<file path="src/rtl/conv_pkg.sv">
// Shared types and widths for the convolution datapath.
package conv_pkg;

  localparam int unsigned K      = 5;
  localparam int unsigned PROD_W = 17;
  localparam int unsigned ROW_W  = 20;
  localparam int unsigned SUM_W  = 23;

  typedef logic [7:0]          pixel_t;
  typedef pixel_t [4:0][4:0]   kernel_t;
  typedef logic signed [7:0]   coef_t;
  typedef coef_t [4:0][4:0]    coeff_t;

  typedef logic signed [PROD_W-1:0] prod_t;
  typedef logic signed [ROW_W-1:0]  row_t;
  typedef logic signed [SUM_W-1:0]  sum_t;

  typedef struct packed {
    logic user;
    logic last;
  } flags_t;

endpackage

</file>
<file path="src/rtl/conv_reduce_sat.sv">
// Rounds (half-up), arithmetically shifts and clamps a weighted sum to a pixel.
module conv_reduce_sat
  import conv_pkg::*;
#(
  parameter int unsigned SHIFT = 4
) (
  input  sum_t   sum_i,
  output pixel_t pix_o
);

  localparam int unsigned RND_I = (SHIFT > 0) ? (32'd1 << (SHIFT - 1)) : 32'd0;
  localparam logic signed [SUM_W:0] RND  = (SUM_W + 1)'(RND_I);
  localparam logic signed [SUM_W:0] PMAX = (SUM_W + 1)'(255);

  logic signed [SUM_W:0] rnd;
  logic signed [SUM_W:0] shd;

  // One guard bit so the rounding term can never wrap the sum.
  always_comb begin
    rnd   = $signed({sum_i[SUM_W-1], sum_i}) + RND;
    shd   = rnd >>> SHIFT;
    pix_o = '0;
    if (shd[SUM_W])
      pix_o = '0;
    else if (shd > PMAX)
      pix_o = '1;
    else
      pix_o = shd[7:0];
  end

endmodule

</file>
<file path="src/rtl/conv_reduce.sv">
// 5x5 weighted-sum reduction with rounding/saturation and regenerated
// AXI-stream framing; three bubble-collapsing stages (S1 products, S2 rows, OUT).
module conv_reduce
  import conv_pkg::*;
#(
  parameter int unsigned IMG_W = 64,
  parameter int unsigned IMG_H = 64,
  parameter int unsigned SHIFT = 4
) (
  input  logic    clk,
  input  logic    arst_n,
  input  logic    s_tvalid_i,
  input  kernel_t s_tdata_i,
  output logic    s_tready_o,
  input  coeff_t  coeff_i,
  input  logic    m_tready_i,
  output logic    m_tvalid_o,
  output pixel_t  m_tdata_o,
  output logic    m_tuser_o,
  output logic    m_tlast_o,
  output logic    busy_o
);

  localparam int unsigned CW = (IMG_W > 1) ? $clog2(IMG_W) : 1;
  localparam int unsigned RW = (IMG_H > 1) ? $clog2(IMG_H) : 1;

  logic [CW-1:0] col;
  logic [RW-1:0] row;
  logic          col_last, row_last;

  logic vld_s1, vld_s2, vld_out;
  logic rdy_s1, rdy_s2, rdy_out;
  logic acc, adv_s2, adv_out;

  prod_t  prod_c [K][K];
  prod_t  prod_q [K][K];
  row_t   rsum_c [K];
  row_t   rsum_q [K];
  sum_t   total;
  pixel_t pix_c;
  flags_t flg_c, s1_f, s2_f;

  assign rdy_out    = !vld_out || m_tready_i;
  assign rdy_s2     = !vld_s2  || rdy_out;
  assign rdy_s1     = !vld_s1  || rdy_s2;
  assign s_tready_o = rdy_s1;
  assign busy_o     = vld_s1 | vld_s2 | vld_out;
  assign m_tvalid_o = vld_out;

  assign acc     = s_tvalid_i && rdy_s1;
  assign adv_s2  = vld_s1 && rdy_s2;
  assign adv_out = vld_s2 && rdy_out;

  assign col_last = (col == CW'(IMG_W - 1));
  assign row_last = (row == RW'(IMG_H - 1));

  always_comb begin
    flg_c.user = (col == '0) && (row == '0);
    flg_c.last = col_last;
  end

  always_comb begin
    for (int unsigned r = 0; r < K; r++)
      for (int unsigned c = 0; c < K; c++)
        prod_c[r][c] = PROD_W'($signed({1'b0, s_tdata_i[r][c]})) *
                       PROD_W'($signed(coeff_i[r][c]));
  end

  always_comb begin
    for (int unsigned r = 0; r < K; r++) begin
      rsum_c[r] = '0;
      for (int unsigned c = 0; c < K; c++)
        rsum_c[r] = rsum_c[r] + ROW_W'(prod_q[r][c]);
    end
  end

  always_comb begin
    total = '0;
    for (int unsigned r = 0; r < K; r++)
      total = total + SUM_W'(rsum_q[r]);
  end

  conv_reduce_sat #(.SHIFT(SHIFT)) u_sat (
    .sum_i (total),
    .pix_o (pix_c)
  );

  // A stage reloads whenever it can move; the incoming valid decides occupancy.
  always_ff @(posedge clk or negedge arst_n) begin
    if (!arst_n) begin
      vld_s1  <= 1'b0;
      vld_s2  <= 1'b0;
      vld_out <= 1'b0;
    end else begin
      if (rdy_s1)  vld_s1  <= s_tvalid_i;
      if (rdy_s2)  vld_s2  <= vld_s1;
      if (rdy_out) vld_out <= vld_s2;
    end
  end

  always_ff @(posedge clk or negedge arst_n) begin
    if (!arst_n) begin
      col <= '0;
      row <= '0;
    end else if (acc) begin
      if (col_last) begin
        col <= '0;
        row <= row_last ? '0 : row + RW'(1);
      end else begin
        col <= col + CW'(1);
      end
    end
  end

  always_ff @(posedge clk) begin
    if (acc) begin
      prod_q <= prod_c;
      s1_f   <= flg_c;
    end
    if (adv_s2) begin
      rsum_q <= rsum_c;
      s2_f   <= s1_f;
    end
  end

  always_ff @(posedge clk or negedge arst_n) begin
    if (!arst_n) begin
      m_tdata_o <= '0;
      m_tuser_o <= 1'b0;
      m_tlast_o <= 1'b0;
    end else if (adv_out) begin
      m_tdata_o <= pix_c;
      m_tuser_o <= s2_f.user;
      m_tlast_o <= s2_f.last;
    end
  end

endmodule
</file>
<file path="config.mk">
export PLATFORM = sky130hd
export DESIGN_NAME = conv_reduce
export DESIGN_NICKNAME = d
export VERILOG_FILES = /design/src/rtl/conv_pkg.sv /design/src/rtl/conv_reduce_sat.sv /design/src/rtl/conv_reduce.sv
export SDC_FILE = /design/constraint.sdc
export NUM_CORES = 2
export LEC_CHECK = 0
export ABC_AREA = 1
export BUFFER_PORTS_ARGS = -buffer_cell sky130_fd_sc_hd__buf_2
export CAP_MARGIN = 0
export CORE_UTILIZATION = 59
export DETAILED_ROUTE_END_ITERATION = 8
export GPL_TIMING_DRIVEN = 0
export PLACE_DENSITY = 0.78
export SLEW_MARGIN = 5
export SYNTH_ARGS = -nofsm -noshare
export SYNTH_HDL_FRONTEND = slang
export SYNTH_HIERARCHICAL = 1
export SYNTH_SLANG_ARGS = --single-unit
export TNS_END_PERCENT = 50
</file>
<file path="constraint.sdc">
create_clock -name clk -period 10 [get_ports clk]
set_clock_uncertainty 0.2 [all_clocks]
set_input_delay 2 -clock clk [delete_from_list [all_inputs] [get_ports clk]]
set_output_delay 2 -clock clk [all_outputs]
set_load 0.01 [all_outputs]
</file>
* Word-level counts from Yosys, hierarchy flattened *
Cells that the tools add are included.

storage, ports and cells
  input port bits = 404
  output and inout bits = 13
  logic and storage cells = 116
  register bits after elaboration = 554

cells by class
  add/subtract/negate cells = 27
  muxes and demuxes = 4
  equality and inequality tests = 2
  reductions and logical operators = 13
  bitwise operators = 2
  order comparisons = 1
  $mul = 25

operators by type and width
  operator                 count
  $mul A9 B8 Y17           25
  $add A19 B17 Y20         5
  $add A20 B17 Y20         5
  $add A18 B17 Y19         5
  $add A17 B17 Y18         5
  $add A23 B5 Y24 const B  1
  $add A22 B20 Y23         1
  $add A23 B20 Y23         1
  $add A21 B20 Y22         1
  $add A20 B20 Y21         1
  $gt A20 B9 Y1 const B    1
  $mux W8                  2
  $add A6 B1 Y6 const B    2
  $eq A6 B6 Y1 const B     2
  $logic_not A6 Y1         2
  $mux W6                  2
  $logic_and A1 B1 Y1      4
  $logic_not A1 Y1         3
  $logic_or A1 B1 Y1       3
  $or A1 B1 Y1             2
  $reduce_and A2 Y1        1

* Logic depth before layout (Yosys ltp) *
  depth after elaboration = 8
  mapped depth = 30
  depth with buffers taken out = 30

* Modules after synthesis *
Netlist, hierarchy kept.

by module, submodules not included
  module           area an instance (sq um)  sequential area each (sq um)  cells each  times used
  conv_reduce      91,926.9                  16,510.8                      11,602      1
  conv_reduce_sat  679.4                     0.0                           133         1

* Worst setup path after synthesis *
OpenSTA, ideal clock, no wires.

  kind = input port to flip-flop
  from = in m_tready_i
  to = reg col[2]
  arrival = 11,525 ps
  slack = -1,845 ps
  buffers on the path = 0
  library setup time = 119 ps
  required time = 9,681 ps
  cell stages on the path = 8
  path through = inv_1 > nand2_1 > nor2_1 > nand2_2 > nand2_4 > inv_1 > nand2_1 > xnor2_1

between the ends
  longest elaborated chain between the ends = 4

ends and longest elaborated chain
  element               RTL line            RTL
  from (decl)           conv_reduce.sv:16   input logic m_tready_i,
  $logic_or A1 B1 Y1    conv_reduce.sv:43   assign rdy_out = !vld_out || m_tready_i;
  $logic_or A1 B1 Y1    conv_reduce.sv:44   assign rdy_s2 = !vld_s2 || rdy_out;
  $logic_or A1 B1 Y1    conv_reduce.sv:45   assign rdy_s1 = !vld_s1 || rdy_s2;
  net s_tready_o        conv_reduce.sv:14   output logic s_tready_o,
  $logic_and A1 B1 Y1   conv_reduce.sv:50   assign acc = s_tvalid_i && rdy_s1;
  net acc               conv_reduce.sv:33   logic acc, adv_s2, adv_out;
  to (signal assigned)  conv_reduce.sv:110  col <= col + CW'(1);
  to (decl)             conv_reduce.sv:27   logic [CW-1:0] col;

The timed path passes the listed nets, and every way through them passes these cells.
A chain may end at the register's enable or synchronous reset.

==> reports/qor.yml <==
status:
  status: "finished clean"
hold_path:
  holdPathEnd: "s2_f[1]"
  hp-class: "reg -> reg"
  holdPathStages: 0
  min_from: "s1_f[1]"
logic_synthesis:
  synth_cell_type_count: 39
  async_flop_share_pct: 4.51
  yosysTopAreaCellShare_pct: 27.1
  synth_edf_count: 529
  netlist_instances: 11700
  synth_top_flop_cell: "edfxtp_1"
  syn_area_um2: 92600
  yosys_warnings: 6
  synth_area_leaders: "fa_1 (27%), edfxtp_1 (17%), ha_1 (16%)"
  yosys.area.top_type: "fa_1"
  syn_nets: 14600
  avgSynthCellArea_um2: 7.89
  ys_ff_latch: 554
  ys_seq_area_share_pct: 17.8
timing:
  worst_slew_pin_slew_ns: 0.658
  layout_min_cycle_time_ns: 6.00
  rsz0062_at_grt: "no"
  fin_crit_sh_pct: 60.0
  finalHoldViolCount: 0
  fmax_mhz: 167
  setup_viol: 0
  drv_slew: 0
  slew_headroom_pct: 55.9
setup_path:
  worstReg2RegEnd: "m_tdata_o[5]"
  start_kind: "input port"
  reg2reg_depth: 22
  path_depth: 18
  critPathArrivalTime_ns: 6.13
  rrSetupSlack_ns: 4.26
  path_delay_family: "adder cells"
  cp-end-kind: "register"
  critPathRequiredTime_ns: 10.13
  slowest_stage: "fa_1"
  cpMostUsedCell: "nand2_1"
  worst-path-buf-inv: 5
  startpoint: "coeff_i[151]"
  worst_r2r_startpoint: "rsum_q[41]"
  path_class: "in -> reg"
  slowest_delay_ns: 0.51
  path_cells: "buf_2 > clkinv_1 > or2_2 > fa_1 > fa_1 > inv_1 > fa_1 > inv_1 > fa_1 > inv_1 > ha_1 > nand2_1 > o21ai_1 > nand2_1 > nand2_1 > nand2_1 > nand3b_1 > nand2_1"
  crit_fanout: 9
final_layout:
  postLayoutCellArea_um2: 98000
  utilization_pct: 62.8
  n_fill_cell: 13300
  register_area_um2: 16500
  finalNetCount: 14700
  multi_input_area_um2: 60300
  layout-drive-gt1-share_pct: 2.36
  area_growth_pct: 5.83
clocking:
  cts.sinks: 554
  cts_setup_buffers: 0
  cts_root_buf: "clkbuf_16"
  clkTransAtPathRegs_ns: 0.06
  clock_latency_ns: 0.65
  post_cts_resized: 0
  hold_buffers: 0
  cts_tree: "built"
  cts_made_buffers: 68
  htreeDepth: 3
  cts_buffer_depth: 3
floorplan:
  coreArea_um2: 156000
  ioPinCount: 417
  row_count: 145
  initial_core_util_pct: 59.4
  dieWidth_um: 398
  die_h_um: 398
  die_area_um2: 159000
route:
  first_iter_violations: 4296
  wire_per_inst_um: 14.5
  route.detailed.drc: 0
  ant_nets: 0
  vias: 69900
  drt_pass1_iterations: 6
  routed_wl_um: 203000
  via_per_inst: 4.99
global_routing:
  antenna_found_initial: 36
  grt_pass1_wl_um: 341000
  grt_max_degree: 60
  grt_usage_pct: 26.3
  grt_overflow: 0
  grt_pass1_vias: 71500
placed_design:
  gp_congestion: 0.920
  hpwl_um: 174000
  portBuffers: 41
  postPlaceCellArea_um2: 95700
run:
  maxCapViolations: 0
==> placed cells by master (no fill, tap or decap), drive strengths merged <==
cell and count:
xnor2 68, nand3b 9, nand4 52, clkbuf 456, a21oi 293, nor3b 1, o21bai 10, and2 11
bufinv 8, o2111ai 2, mux2 10, o21ai 117, clkinv 50, or2 80, nor2 419, o211ai 3
a21o 19, diode 23, fa 1252, dfrtp 25, nand2 2799, xor2 206, inv 3822, nor3 63
nand3 293, o21a 11, ha 1204, buf 55, nor4b 1, edfxtp 529, a31oi 41, clkinvlp 6
==> worst max-delay path by stage <==
stage                             end  slack [ns]
after detailed placement  prod_q[118]        3.48
after CTS                 prod_q[118]        4.09
after floorplan             prod_q[0]        0.47
final                     prod_q[118]        4.00
after global placement    prod_q[390]       -2.76
after global routing      prod_q[118]        3.84
==> through the flow <==
stage / worst slack, ns / cells / setup TNS, ns / hold WS (ns)
after floorplan: 0.472 / 11700 / 0 / 0.200
after global placement: -2.76 / 13800 / -1160.08 / 0.246
after detailed placement: 3.48 / 13800 / 0 / 0.228
after CTS: 4.09 / 14000 / 0 / 0.241
after global routing: 3.84 / 14000 / 0 / 0.241
final: 4.00 / 14000 / 0 / 0.243
==> cells in the mapped netlist (6+ instances only) <==
cell type / number
inv_1: 3816
nand2_1: 2793
fa_1: 1252
ha_1: 1204
edfxtp_1: 529
nor2_1: 410
clkbuf_1: 375
a21oi_1: 292
nand3_1: 291
xor2_1: 206
o21ai_0: 96
or2_2: 80
xnor2_1: 68
nor3_1: 62
nand4_1: 52
a31oi_1: 41
dfrtp_1: 25
clkinv_1: 23
a21o_1: 19
o21ai_1: 15
and2_1: 11
o21a_1: 11
mux2_2: 10
o21bai_1: 10
nand3b_1: 9
nor2_4: 6
o21ai_2: 6
==> kinds of logic (layout without fill, tap and decap cells) <==
group	after synthesis	after routing	share of synthesized area (%)
XOR/XNOR	274	274	2.59
multiplexers	10	10	0.122
flip-flops	554	554	17.8
AO/OA/AOI/OAI	496	496	2.89
other	0	23	0
adder cells (fa/ha/maj)	2456	2456	43.3
AND/OR/NAND/NOR	3728	3728	16.1
buffers and inverters	4217	4397	17.1
==> layout make-up <==
| class | instances | area share [%] |
|---|---|---|
| multi-input cells | 6964 | 61.5 |
| flip-flops and latches | 554 | 16.8 |
| inverters | 3841 | 14.7 |
| well taps | 2058 | 2.63 |
| clock buffers | 81 | 1.84 |
| plain buffers | 376 | 1.45 |
| repair buffers | 54 | 0.490 |
| clock inverters | 45 | 0.488 |
| diodes | 23 | 0.0587 |
==> worst reg2reg max path: cells and delay by family (launching register included) <==
family / cells / cell delay [ns]
multiplexers: 1 / 0.36
XOR/XNOR: 1 / 0.39
adder cells (fa/ha/maj): 5 / 2.20
flip-flops: 1 / 0.37
AO/OA/AOI/OAI: 1 / 0.28
AND/OR/NAND/NOR: 12 / 1.64
buffers and inverters: 2 / 0.20
==> per-layer routing <==
metal | vias up | track usage, % | share of wire (%)
li1 | 34300 | - | -
met3 | 336 | 2.83 | 4.9
met1 | 33500 | 34.5 | 43
met4 | 16 | 8.35 | 3.1
met2 | 1751 | 45.5 | 49
met5 | - | 0 | 0.047
==> registers in the layout, indices dropped and copies added, names as in the netlist <==
register and flops:
col 6, m_tdata_o 8, m_tlast_o 1, m_tuser_o 1, m_tvalid_o 1, prod_q 425
row 6, rsum_q 100, s1_f 2, s2_f 2, vld_s1 1, vld_s2 1
Power is not shown: default switching activity piles up to over one toggle a cycle in this logic, so the estimate is an artifact.
